**src/rtl/board_merge.sv**
```systemverilog
// board_merge: locks an active-piece buffer into the settled playfield,
// removes full rows (with cascade recheck), and keeps line/overflow status.
//
// Handshake: lock_req and clear_req are only sampled while busy=0 (IDLE);
// a request seen while busy=1 is dropped, not queued. An accepted lock_req
// raises busy on the next cycle and completes with a one-cycle done pulse,
// registered on the return to IDLE, together with the updated
// lines_cleared/total_lines/game_over. clear_req beats a simultaneous
// lock_req. Reset aborts a lock without producing done.
module board_merge #(
   parameter int ROWS = 22,
   parameter int COLS = 10
) (
   input  logic                       Clk,
   input  logic                       Reset_h,
   input  logic [ROWS-1:0][COLS-1:0]  piece_rows,
   input  logic                       lock_req,
   input  logic                       clear_req,
   output logic [ROWS-1:0][COLS-1:0]  board_rows,
   output logic                       busy,
   output logic                       done,
   output logic [2:0]                 lines_cleared,
   output logic [15:0]                total_lines,
   output logic                       game_over,
   output logic [1:0]                 state_dbg
);

   localparam int IDX_W = $clog2(ROWS);

   typedef enum logic [1:0] {
      S_IDLE   = 2'd0,
      S_MERGE  = 2'd1,
      S_SCAN   = 2'd2,
      S_FINISH = 2'd3
   } state_t;

   state_t                     state_q, state_d;
   logic [ROWS-1:0][COLS-1:0]  board_q, board_d;
   logic [ROWS-1:0][COLS-1:0]  snap_q, snap_d;
   logic [IDX_W-1:0]           idx_q, idx_d;
   logic [2:0]                 cnt_q, cnt_d;
   logic                       done_q, done_d;
   logic [2:0]                 lines_q, lines_d;
   logic [15:0]                total_q, total_d;
   logic                       go_q, go_d;
   logic                       row_full;
   logic [16:0]                total_sum;

   // Next-state and datapath: one step of the lock/clear sequence per cycle.
   always_comb begin
      state_d   = state_q;
      board_d   = board_q;
      snap_d    = snap_q;
      idx_d     = idx_q;
      cnt_d     = cnt_q;
      done_d    = 1'b0;
      lines_d   = lines_q;
      total_d   = total_q;
      go_d      = go_q;
      row_full  = &board_q[idx_q];
      total_sum = {1'b0, total_q} + 17'(cnt_q);

      case (state_q)
         S_IDLE: begin
            if (clear_req) begin
               board_d = '0;
               go_d    = 1'b0;
            end else if (lock_req) begin
               // The snapshot decouples the merge from later piece_rows edits.
               snap_d  = piece_rows;
               state_d = S_MERGE;
            end
         end
         S_MERGE: begin
            board_d = board_q | snap_q;
            idx_d   = '0;
            cnt_d   = '0;
            state_d = S_SCAN;
         end
         S_SCAN: begin
            // At most four removals per lock keeps SCAN within ROWS+4 cycles.
            if (row_full && (cnt_q < 3'd4)) begin
               for (int r = 0; r < ROWS - 1; r++) begin
                  if (r >= int'(idx_q)) begin
                     board_d[r] = board_q[r+1];
                  end
               end
               board_d[ROWS-1] = '0;
               cnt_d = (cnt_q == 3'd7) ? 3'd7 : cnt_q + 3'd1;
               // Index is held so the row that dropped into place is rechecked.
            end else if (idx_q == IDX_W'(ROWS - 1)) begin
               state_d = S_FINISH;
            end else begin
               idx_d = idx_q + 1'b1;
            end
         end
         S_FINISH: begin
            done_d  = 1'b1;
            lines_d = cnt_q;
            total_d = total_sum[16] ? 16'hFFFF : total_sum[15:0];
            if ((|board_q[ROWS-1]) || (|board_q[ROWS-2])) begin
               go_d = 1'b1;
            end
            state_d = S_IDLE;
         end
         default: state_d = S_IDLE;
      endcase
   end

   // State and datapath registers; reset empties the board and aborts any lock.
   always_ff @(posedge Clk or posedge Reset_h) begin
      if (Reset_h) begin
         state_q <= S_IDLE;
         board_q <= '0;
         snap_q  <= '0;
         idx_q   <= '0;
         cnt_q   <= '0;
         done_q  <= 1'b0;
         lines_q <= '0;
         total_q <= '0;
         go_q    <= 1'b0;
      end else begin
         state_q <= state_d;
         board_q <= board_d;
         snap_q  <= snap_d;
         idx_q   <= idx_d;
         cnt_q   <= cnt_d;
         done_q  <= done_d;
         lines_q <= lines_d;
         total_q <= total_d;
         go_q    <= go_d;
      end
   end

   assign board_rows    = board_q;
   assign busy          = (state_q != S_IDLE);
   assign done          = done_q;
   assign lines_cleared = lines_q;
   assign total_lines   = total_q;
   assign game_over     = go_q;
   assign state_dbg     = state_q;

endmodule
```
**config.mk**
```make
export PLATFORM = sky130hd
export DESIGN_NAME = board_merge
export DESIGN_NICKNAME = d
export VERILOG_FILES = /design/src/rtl/board_merge.sv
export SDC_FILE = /design/constraint.sdc
export NUM_CORES = 1
export LEC_CHECK = 0
export CAP_MARGIN = 30
export CORE_AREA = 2 2 216 377
export DETAILED_ROUTE_END_ITERATION = 8
export DIE_AREA = 0 0 218 379
export GPL_ROUTABILITY_DRIVEN = 0
export PLACE_DENSITY_LB_ADDON = 0.05
export REMOVE_ABC_BUFFERS = 1
export SKIP_LAST_GASP = 1
export SLEW_MARGIN = 20
export SYNTH_ARGS = -nofsm -noshare
export SYNTH_HDL_FRONTEND = slang
export SYNTH_SLANG_ARGS = --single-unit
```
**constraint.sdc**
```tcl
create_clock -name Clk -period 16.4 [get_ports Clk]
set_clock_uncertainty 0.1 [all_clocks]
set_input_delay 3.28 -clock Clk [delete_from_list [all_inputs] [get_ports Clk]]
set_output_delay 3.28 -clock Clk [all_outputs]
set_load 0.01 [all_outputs]
```
; ---- After elaboration in Yosys (flattened, before gate mapping)
; Index checks and enable logic that the tools add are counted.
[classes]
addsub = 3
n_mul = 0
div = 0
n_lt_le_gt_ge = 23
eq_ne = 34
shifts = 0
n_mux = 42
n_bitwise = 2
reduce_logical = 37
[op_table]
columns = operator, count
row1 = 220-bit one-hot mux with 3 select lines, 1
row2 = 220-bit two-way mux, 2
row3 = 10-bit two-way mux, 22
row4 = 220-bit OR, 1
row5 = 4-bit AND reduction, 22
row6 = 2-bit inequality test (second input constant), 29
row7 = 10-bit binary-select mux with 5-bit select, 1
row8 = 4-bit by 5-bit >= comparator with 1-bit output (first input constant), 8
row9 = 5-bit >= comparator (first input constant), 5
row10 = 3-bit by 5-bit >= comparator with 1-bit output (first input constant), 4
row11 = 10-bit OR reduction, 2
row12 = 16-bit by 3-bit adder with 17-bit output, 1
row13 = 16-bit two-way mux, 1
row14 = 3-bit AND reduction, 4
row15 = 1-bit by 5-bit >= comparator with 1-bit output (first input constant), 2
row16 = 2-bit by 5-bit >= comparator with 1-bit output (first input constant), 2
row17 = 5-bit two-way mux, 2
row18 = 5-bit one-hot mux with 2 select lines, 1
row19 = 10-bit AND reduction, 1
row20 = 2-bit two-way mux, 4
row21 = 2-bit one-hot mux with 4 select lines, 1
row22 = 5-bit by 6-bit < comparator with 1-bit output (second input constant), 1
row23 = 3-bit two-way mux, 2
row24 = 3-bit one-hot mux with 2 select lines, 1
row25 = 16 further kinds, 21
[totals]
reg_bits = 471
latch_bits = 0
mem_bits_rw = 0
mem_bits_ro = 0
mem_count = 0

; ---- Logic depth before layout (Yosys ltp)
; Gate-level depths: netlist of the first run.
[depth]
ltp_word = 6
depth_mapped = 14
depth_no_buf = 10

; ---- Worst setup path after synthesis of the first run
; OpenSTA, ideal clock, no wires.
[synth_path]
path_kind = input -> register
start = input port clear_req
end = register board_q (netlist bit board_rows[61])
setup_time_ns = 0.152
arrival_time_ns = 4.853
setup_slack_ns = 11.295
cell_stages = 8
n_path_buf = 2
cell_sequence = inv_1 > a21o_1 > a21oi_1 > nand2_1 > clkbuf_1 > clkbuf_1 > o21ai_1 > a22oi_1
[synth_via]
elab_chain_cells = 2
[synth_rtl]
columns = item, line
row1 = start: declaration, 18  ; input logic clear_req,
row2 = 2-bit inequality test (no line), --
row3 = 4-bit AND reduction (no line), --
row4 = end signal: assignment, 124  ; board_q <= board_d;
row5 = end: declaration, 38  ; logic [ROWS-1:0][COLS-1:0] board_q, board_d;
; Every way passes these cells.
; A chain may end at the register's enable or synchronous reset.

; ---- Final worst setup path of the first run
[layout_path]
start = input port clear_req
end = register snap_q[104] in the netlist's numbering
[layout_via]
elab_chain_cells = 2
[layout_rtl]
columns = item, line
row1 = 1-bit NOT (no line), --
row2 = 3-bit AND reduction (no line), --
row3 = end signal: assignment, 125  ; snap_q <= snap_d;
row4 = end: declaration, 39  ; logic [ROWS-1:0][COLS-1:0] snap_q, snap_d;
; Every way passes these cells.

==> results, run 1 <==
- The final setup violation count is 0.
- The power share of the clock group is 18.0%.
- The largest area contributor in the synthesized netlist is dfrtp_1.
- The highest-delay cell along the critical path is buf_4.
- The H-tree was split into 2 levels.
- The portion of total power attributed to combinational logic is 48.4%.
- The first global-routing pass estimated 150 mm of wire.
- The number of vias per cell is 5.52.
- The worst slew slack as a fraction of its limit is 32.2%.
- The fraction of final layout cells with drive strength greater than 1 is 16.6%.
- The first-pass iteration count of the detailed router is 5.
- In the final design database the tool counted 2816 nets.
- Setup repair after global routing left no endpoint under its margin.
- The number of gates resized after cts is 0.
- The overflow left after global routing is 0.
- In this run the worst path has a maximum fanout of 68.
- The chip height is 379 microns.
- At the later pin of the worst-skew pair, clock insertion delay measures 0.62 ns.
- Synthesis produced a netlist whose cell count is 2178.
- The actual slew at the worst max-slew pin is 1.02 ns.
- Of all flip-flops after synthesis, the portion carrying an async set or reset was 100%.
- The filler cell count in the final layout is 7871.
- For this run, the share of the core covered by cells in the final layout is 39.1%.
- The switching share of power is 43.1%.
- The share of total power dissipated in sequential elements is 33.6%.
- The total vias in the final route is 20200.
- The power per unit of standard cell area is 212 nW/um^2.
- By count the netlist is led by 471 x dfrtp_1, 246 x nand2_1, 240 x mux2_2.
- The detailed router finished its first iteration with 1769 violations.
- Pin placement for this block handled 468 I/O pins.
- The total area inside the core boundary comes to 79500 sq um.
- The maximum cell stage delay along the critical path is 0.86 ns.
- The instance count on the critical path is 6.
- The tightest min-delay check is of the reg2reg type.
- The nature of the critical path startpoint is an input port.
- The logic depth of the worst register-to-register path is 10.
- The signal on the critical path passes through clkdlybuf4s50_1 -> nor2b_1 -> nand2_4 -> buf_4 -> buf_4 -> mux2_2.
- Data arrives at the worst endpoint at 6.72 ns.
- The critical path start-end classification is in2reg.
- The source of the critical timing path is clear_req.
- The setup slack of the most critical reg-to-reg path is 11.15 ns.
- In this run the static leakage power is 0.0127 uW.
- The number of global-route vias before repair is 20500.
- The wire length after detailed routing is 103 mm.
- The floorplan step defined a die boundary enclosing 82600 sq um.
- Among cell families on the critical path, the largest total delay comes from buffers and inverters.
- Hold repair after CTS inserted 0 buffers.
- The site row count is 137.
- The number of sinks on the clock net is 471.
- Sorting the synthesized cells by area gives the leading types as dfrtp_1 50%, mux2_2 11%, nand2_1 3.9%.
- The number of enable flip-flop cells after synthesis is 0.
- The run finished with clean final reports.
- The combined global-route utilization of all metal layers is 24.6%.
- The maximum count of clock buffers along a single path is 3.
- The worst-case vdd ir drop is 111 uV.
- The sequential fraction of the synthesis area is 49.8%.
- The required time of the worst setup path is 16.80 ns.
- The number of buffers created by CTS is 51.
- The initial utilization of the core area, before any placement, comes to 29.7%.
- The most frequent cell on the critical path is buf_4.
- The number of synthesized register bits is 471.
- The area fraction of the dominant cell type after synthesis is 49.8%.
- The most used standard cell by instance count after synthesis is dfrtp_1.
- The timing-limited maximum frequency is 0.158 GHz.
- The final cycle utilization of the critical path is 38.5%.
- After legalization and detailed placement, the total HPWL measured 73.1 mm.
- The number of distinct library cells after synthesis is 72.
- The remaining routing DRC violations is 0.
- TritonCTS built the clock tree.
- Entering global routing, the biggest net connects 149 pins.
- The startpoint identified for the worst register-to-register timing path is idx_q[0]$_DFFE_PP0P_.
- The root cell of the clock tree is clkbuf_16.
- The capture point of the worst reg-to-reg path is board_rows[18]$_DFFE_PP0P_.
- The type of element capturing the critical path is a flop.
- In this run the tool buffered the top-level ports with 467 buffer cells.
- The critical path contains buffers and inverters numbering 3 combined.
- The horizontal die dimension is 218 microns.
- The tool flagged a number of max-cap violations equal to 0.
- Averaged over all synthesized cells, the footprint is 10.9 sq um.
- The average wire length per cell after detail routing is 28.2 microns.
- The detail route stage leaves a number of antenna-violating nets equal to 0.
- The synthesis-to-layout area growth is 31.5%.
- For this run, the leading register cell type out of synthesis is dfrtp_1.
- The synthesized area is 23600 sq um.
- The number of endpoints with negative hold slack in the final report is 0.
- After routing, the total negative slack on setup checks comes to 0 ns.
- The clock period could shrink to 6.32 ns.
- The internal power is 3750 uW.
- The number of buffers inserted to repair setup after CTS is 0.
- The number of antenna violations at the first check in global routing is 6.
- The switching power is 2840 uW.
- The register clock-pin slew on the reported worst setup and hold paths is 0.06 ns.
- In this run the worst setup path terminates at snap_q[104]$_DFFE_PP0P_.
- The Yosys step of the flow raised 0 warnings.
- The total count of max-transition violations in the final report is 0.
-- worst min path at each step --
stage / from / slack (ns) / end / cells after the start
final: snap_q[67]$_DFFE_PP0P_ / 0.40 / snap_q[67]$_DFFE_PP0P_ / 1
after global routing: snap_q[15]$_DFFE_PP0P_ / 0.41 / snap_q[15]$_DFFE_PP0P_ / 1
after CTS: snap_q[67]$_DFFE_PP0P_ / 0.40 / snap_q[67]$_DFFE_PP0P_ / 1
after detailed placement: snap_q[67]$_DFFE_PP0P_ / 0.38 / snap_q[67]$_DFFE_PP0P_ / 1
after global placement: snap_q[192]$_DFFE_PP0P_ / 0.38 / snap_q[192]$_DFFE_PP0P_ / 1
after floorplan: snap_q[10]$_DFFE_PP0P_ / 0.37 / snap_q[10]$_DFFE_PP0P_ / 1
-- per-layer routing --
metal / vias to the layer above / part of all wire (%) / GRT usage, %
li1: 8946 / - / -
met1: 10400 / 41 / 30.6
met2: 717 / 51 / 43.2
met3: 150 / 5.5 / 4.46
met4: 12 / 2.9 / 7.05
met5: - / 0.078 / 0
-- through the flow --
stage / instance area, sq um / worst slack [ns] / std cells / total power (uW) / hold WS, ns
5_1_grt: 31100 / 9.91 / 3661 / 6980 / 0.410
3_3_place_gp: 29300 / 9.49 / 3562 / 5350 / 0.380
6_report: 31100 / 10.08 / 3662 / 6590 / 0.398
3_5_place_dp: 29400 / 9.43 / 3565 / 5430 / 0.384
2_1_floorplan: 22900 / -0.117 / 2015 / 3940 / 0.370
4_1_cts: 31000 / 10.10 / 3658 / 6660 / 0.398
-- final cells by class --
type	instances	area [sq um]	share of cell area, %
diodes	1	2.50	0.00805
clock buffers	86	1580	5.08
clock inverters	7	85.1	0.274
inverters	46	180	0.579
multi-input cells	1498	11100	35.6
flip-flops and latches	471	11800	37.9
well taps	1042	1300	4.19
repair buffers	511	5090	16.4
-- cells by family (layout without fill, tap and decap cells) --
group / after synthesis / in the layout / synth area share (%)
AO/OA/AOI/OAI: 713 / 713 / 20.6
XOR/XNOR: 8 / 8 / 0.296
adder cells (fa/ha/maj): 13 / 13 / 0.720
buffers and inverters: 209 / 650 / 3.81
flip-flops: 471 / 471 / 49.8
multiplexers: 309 / 309 / 15.7
other: 0 / 1 / 0
AND/OR/NAND/NOR: 455 / 455 / 9.01
-- placed cells by master, fill, tap and decap left out, drive strengths merged, types with 10 or more instances in the layout --
cell,Yosys,final
a211o,22,22
a2bb2oi,59,59
nand4,29,29
inv,44,44
nor2,58,58
nor4,17,17
a311oi,14,14
o22ai,27,27
mux2,240,240
nand2b,36,36
clkdlybuf4s50,0,467
a22oi,34,34
nand3,22,22
o21a,58,58
a31oi,29,29
nand2,246,246
ha,12,12
mux4,26,26
mux2i,43,43
clkbuf,113,86
dfrtp,471,471
nor3,18,18
a21oi,117,117
o2bb2ai,41,41
a211oi,71,71
a31o,11,11
o221ai,10,10
a21o,14,14
o21ai,168,168
buf,50,44
-- sequential cells by signal, summed over array words and instances (netlist names) --
signal         count
lines_cleared      3
total_lines       16
snap_q           220
board_rows       220
done               1
idx_q              5
game_over          1
cnt_q              3
state_dbg          2
-- power groups by stage --
stage,registers [uW],clock network (uW),logic [uW]
6_report,2220,1190,3190
3_3_place_gp,2230,0,3130
3_5_place_dp,2230,0,3200
4_1_cts,2220,1220,3220
2_1_floorplan,2080,0,1870
5_1_grt,2280,1270,3440
-- worst register-to-register path, cell delays in order, from the launching register on --
cell and delay [ns]:
dfrtp_4 0.95, buf_4 0.66, mux4_2 0.47, o22a_1 0.20, o311a_1 0.26, a2bb2oi_1 0.35, o311ai_4 0.19, nor3_4 0.73
buf_4 0.48, a41o_1 0.56, a22oi_1 0.17
Power figures use the tool's default switching activity.
==> run 2: changes to the inputs <==
- clock period: 16.4 -> 6.5 ns (I/O delays scaled with it)
==> results, run 2 (synthesis results as in run 1) <==
- The flow ran to the end, and the final reports show no timing, DRC or antenna violations.
- The timing-limited maximum frequency is 0.213 GHz.
- The fraction of final layout cells with drive strength greater than 1 is 17.2%.
- Hold is met by 0.400 ns.
- The number of buffers inserted to repair setup after CTS is 0.
- The first detailed-routing pass took 5 iterations.
- The most frequent cell on the critical path is buf_4.
- TritonCTS built the clock tree.
- The number of gates resized after cts is 0.
- Along the worst path, the maximum fanout reaches 34.
- The depth of the CTS H-tree is 2.
- For this run the aggregate overflow at the end of global routing stands at 0.
- The global routing usage on met1 is 30.5%.
- The worst pin sits at a relative slew slack of 34.3%.
- After clock tree synthesis, the clock-pin slew on the worst setup and hold paths is 0.07 ns.
- The maximum cell stage delay along the critical path is 0.82 ns.
- For this run, design rule violations remaining after detail routing come to 0.
- The nature of the critical path startpoint is a flop.
- The classification of the worst-slack hold path is reg2reg.
- Dividing total power by cell area gives a power density of 536 nW/um^2.
- In this run the horizontal extent of the chip is 218 microns.
- The layer carrying the most global-route usage is met2.
- The sum of internal, switching and leakage power is 16700 uW.
- The count of placed standard cells in the final layout, fillers left out is 3671.
- The initial core utilization is 29.7%.
- The required time of the worst setup path is 6.86 ns.
- Using the TritonRoute via totals, the vias-per-cell ratio works out to 5.58.
- Counting along the longest clock path gives a buffer depth of 3.
- The worst setup path is of the reg2reg kind.
- Setup violations remaining at the end of the flow were counted as 0.
- Detailed placement finished with a half-perimeter wire length of 78.6 mm.
- The global-route wire length before repair is 154 mm.
- The count of nets left with antenna violations once routing finished came out at 0.
- The largest net degree at the start of global routing is 125.
- The library cells used most frequently in the layout, excluding fill and tap cells, are 468 x dfrtp_1, 467 x clkdlybuf4s50_1, 244 x nand2_1.
- Including well taps, the total number of placed cells is 3575.
- Setup repair after global routing left no endpoint under its margin.
- The number of buffers and inverters on the critical path is 3.
- The number of buffers created by CTS is 50.
- The number of top-level pins is 468.
- After detailed routing, the average wire length per cell comes to 29.1 microns.
- The global-route track usage on met3 is 5.09%.
- Relative to the synthesized area, the layout overhead comes to 32.0%.
- The signal on the critical path passes through buf_4 -> mux4_2 -> nand2_1 -> a21oi_1 -> a2bb2oi_1 -> o311ai_4 -> buf_6 -> nor3_4 -> buf_4 -> a41o_1 -> a22oi_1.
- The placed standard-cell area is 29500 sq um.
- The worst-case IR drop observed on VDD is 262 uV.
- Hold repair after CTS inserted 0 buffers.
- The top cell family by delay on the critical path is compound AO/OA/AOI/OAI gates.
- The max-cap check violation count is 0.
- The worst path uses 72.1% of the clock period.
- The number of port buffers is 467.
- The highest-delay cell along the critical path is dfrtp_4.
- For the pin with the worst max-slew slack, the measured transition is 0.985 ns.
- Across every metal layer, demand over resource in global routing totals 25.4%.
- The clock latency on the worst-skew pair is 0.62 ns.
- The total vias in the final route is 20500.
- For this block, the routed nets add up to 107 mm of wire.
- The total count of max-transition violations in the final report is 0.
- The data arrival time of the critical path is 5.05 ns.
- The site row count is 137.
- The chip height is 379 microns.
- The number of nets in the final layout is 2825.
- The leakage power is 0.0128 uW.
- The number of antenna violations at the first check in global routing came to 7.
- The number of sinks on the clock net is 471.
- The die area is 82600 sq um.
- The type of element capturing the critical path is a flop.
- The floorplan core area is 79500 sq um.
- The clock period minus final worst setup slack is 4.69 ns.
- The fraction of met2 tracks used by global routing is 44.3%.
- The area of all placed cells without fillers is 31200 sq um.
- Leaving out fill and tap cells, the most frequent cell in the layout is dfrtp_1.
- The number of global-route vias before repair is 21100.
- For this block, the initial DRC count from the detailed router was 1685.
- The number of endpoints with negative hold slack in the final report is 0.
- The tree is rooted in a clkbuf_16.
-- run 2: power by group --
part           switching [uW]  total, uW  leakage, uW  internal (uW)
Combinational            4330       7930      0.00598           3600
Sequential               1620       5770      0.00594           4150
Clock                    1280       3030     0.000834           1750
-- run 2: worst register-to-register path, stage by stage, from the launching register on --
cell and delay [ns]:
dfrtp_4 0.82, buf_4 0.46, mux4_2 0.31, nand2_1 0.07
a21oi_1 0.22, a2bb2oi_1 0.32, o311ai_4 0.25, buf_6 0.23
nor3_4 0.59, buf_4 0.46, a41o_1 0.53, a22oi_1 0.17
-- run 2: per-layer routing --
| layer | vias up | part of all wire (%) |
|---|---|---|
| met3 | 192 | 6.7 |
| met2 | 897 | 50 |
| met1 | 10400 | 39 |
| li1 | 8955 | - |
| met4 | 8 | 4.3 |
| met5 | - | 0.046 |
-- run 2: metrics by stage --
step	utilization, %	setup slack, ns	setup TNS [ns]
floorplan	-	-8.04	-3876.46
global placement	37.0	1.78	0
detailed placement	37.0	1.74	0
CTS	39.2	1.83	0
global route	39.2	1.51	0
finish	39.2	1.81	0
-- run 2: cell type report --
class / instances / area, sq um
clock inverter: 10 / 105
inverter: 46 / 180
antenna: 2 / 5.00
fill: 7868 / 48300
tap: 1042 / 1300
sequential: 471 / 11800
clock buffer: 81 / 1590
timing repair buffer: 521 / 5180
multi-input combinational: 1498 / 11100
-- run 2: final timing paths --
kind,from,to,slack [ns],depth (start not counted)
worst max-delay path,idx_q[0]$_DFFE_PP0P_,board_rows[11]$_DFFE_PP0P_,1.81,11
worst min-delay path,snap_q[191]$_DFFE_PP0P_,snap_q[191]$_DFFE_PP0P_,0.40,1
worst max register to register,idx_q[0]$_DFFE_PP0P_,board_rows[11]$_DFFE_PP0P_,1.81,11
worst min register to register,snap_q[191]$_DFFE_PP0P_,snap_q[191]$_DFFE_PP0P_,0.40,1
max in group asynchronous,Reset_h,snap_q[158]$_DFFE_PP0P_,3.82,4
min in group asynchronous,Reset_h,snap_q[34]$_DFFE_PP0P_,0.97,2
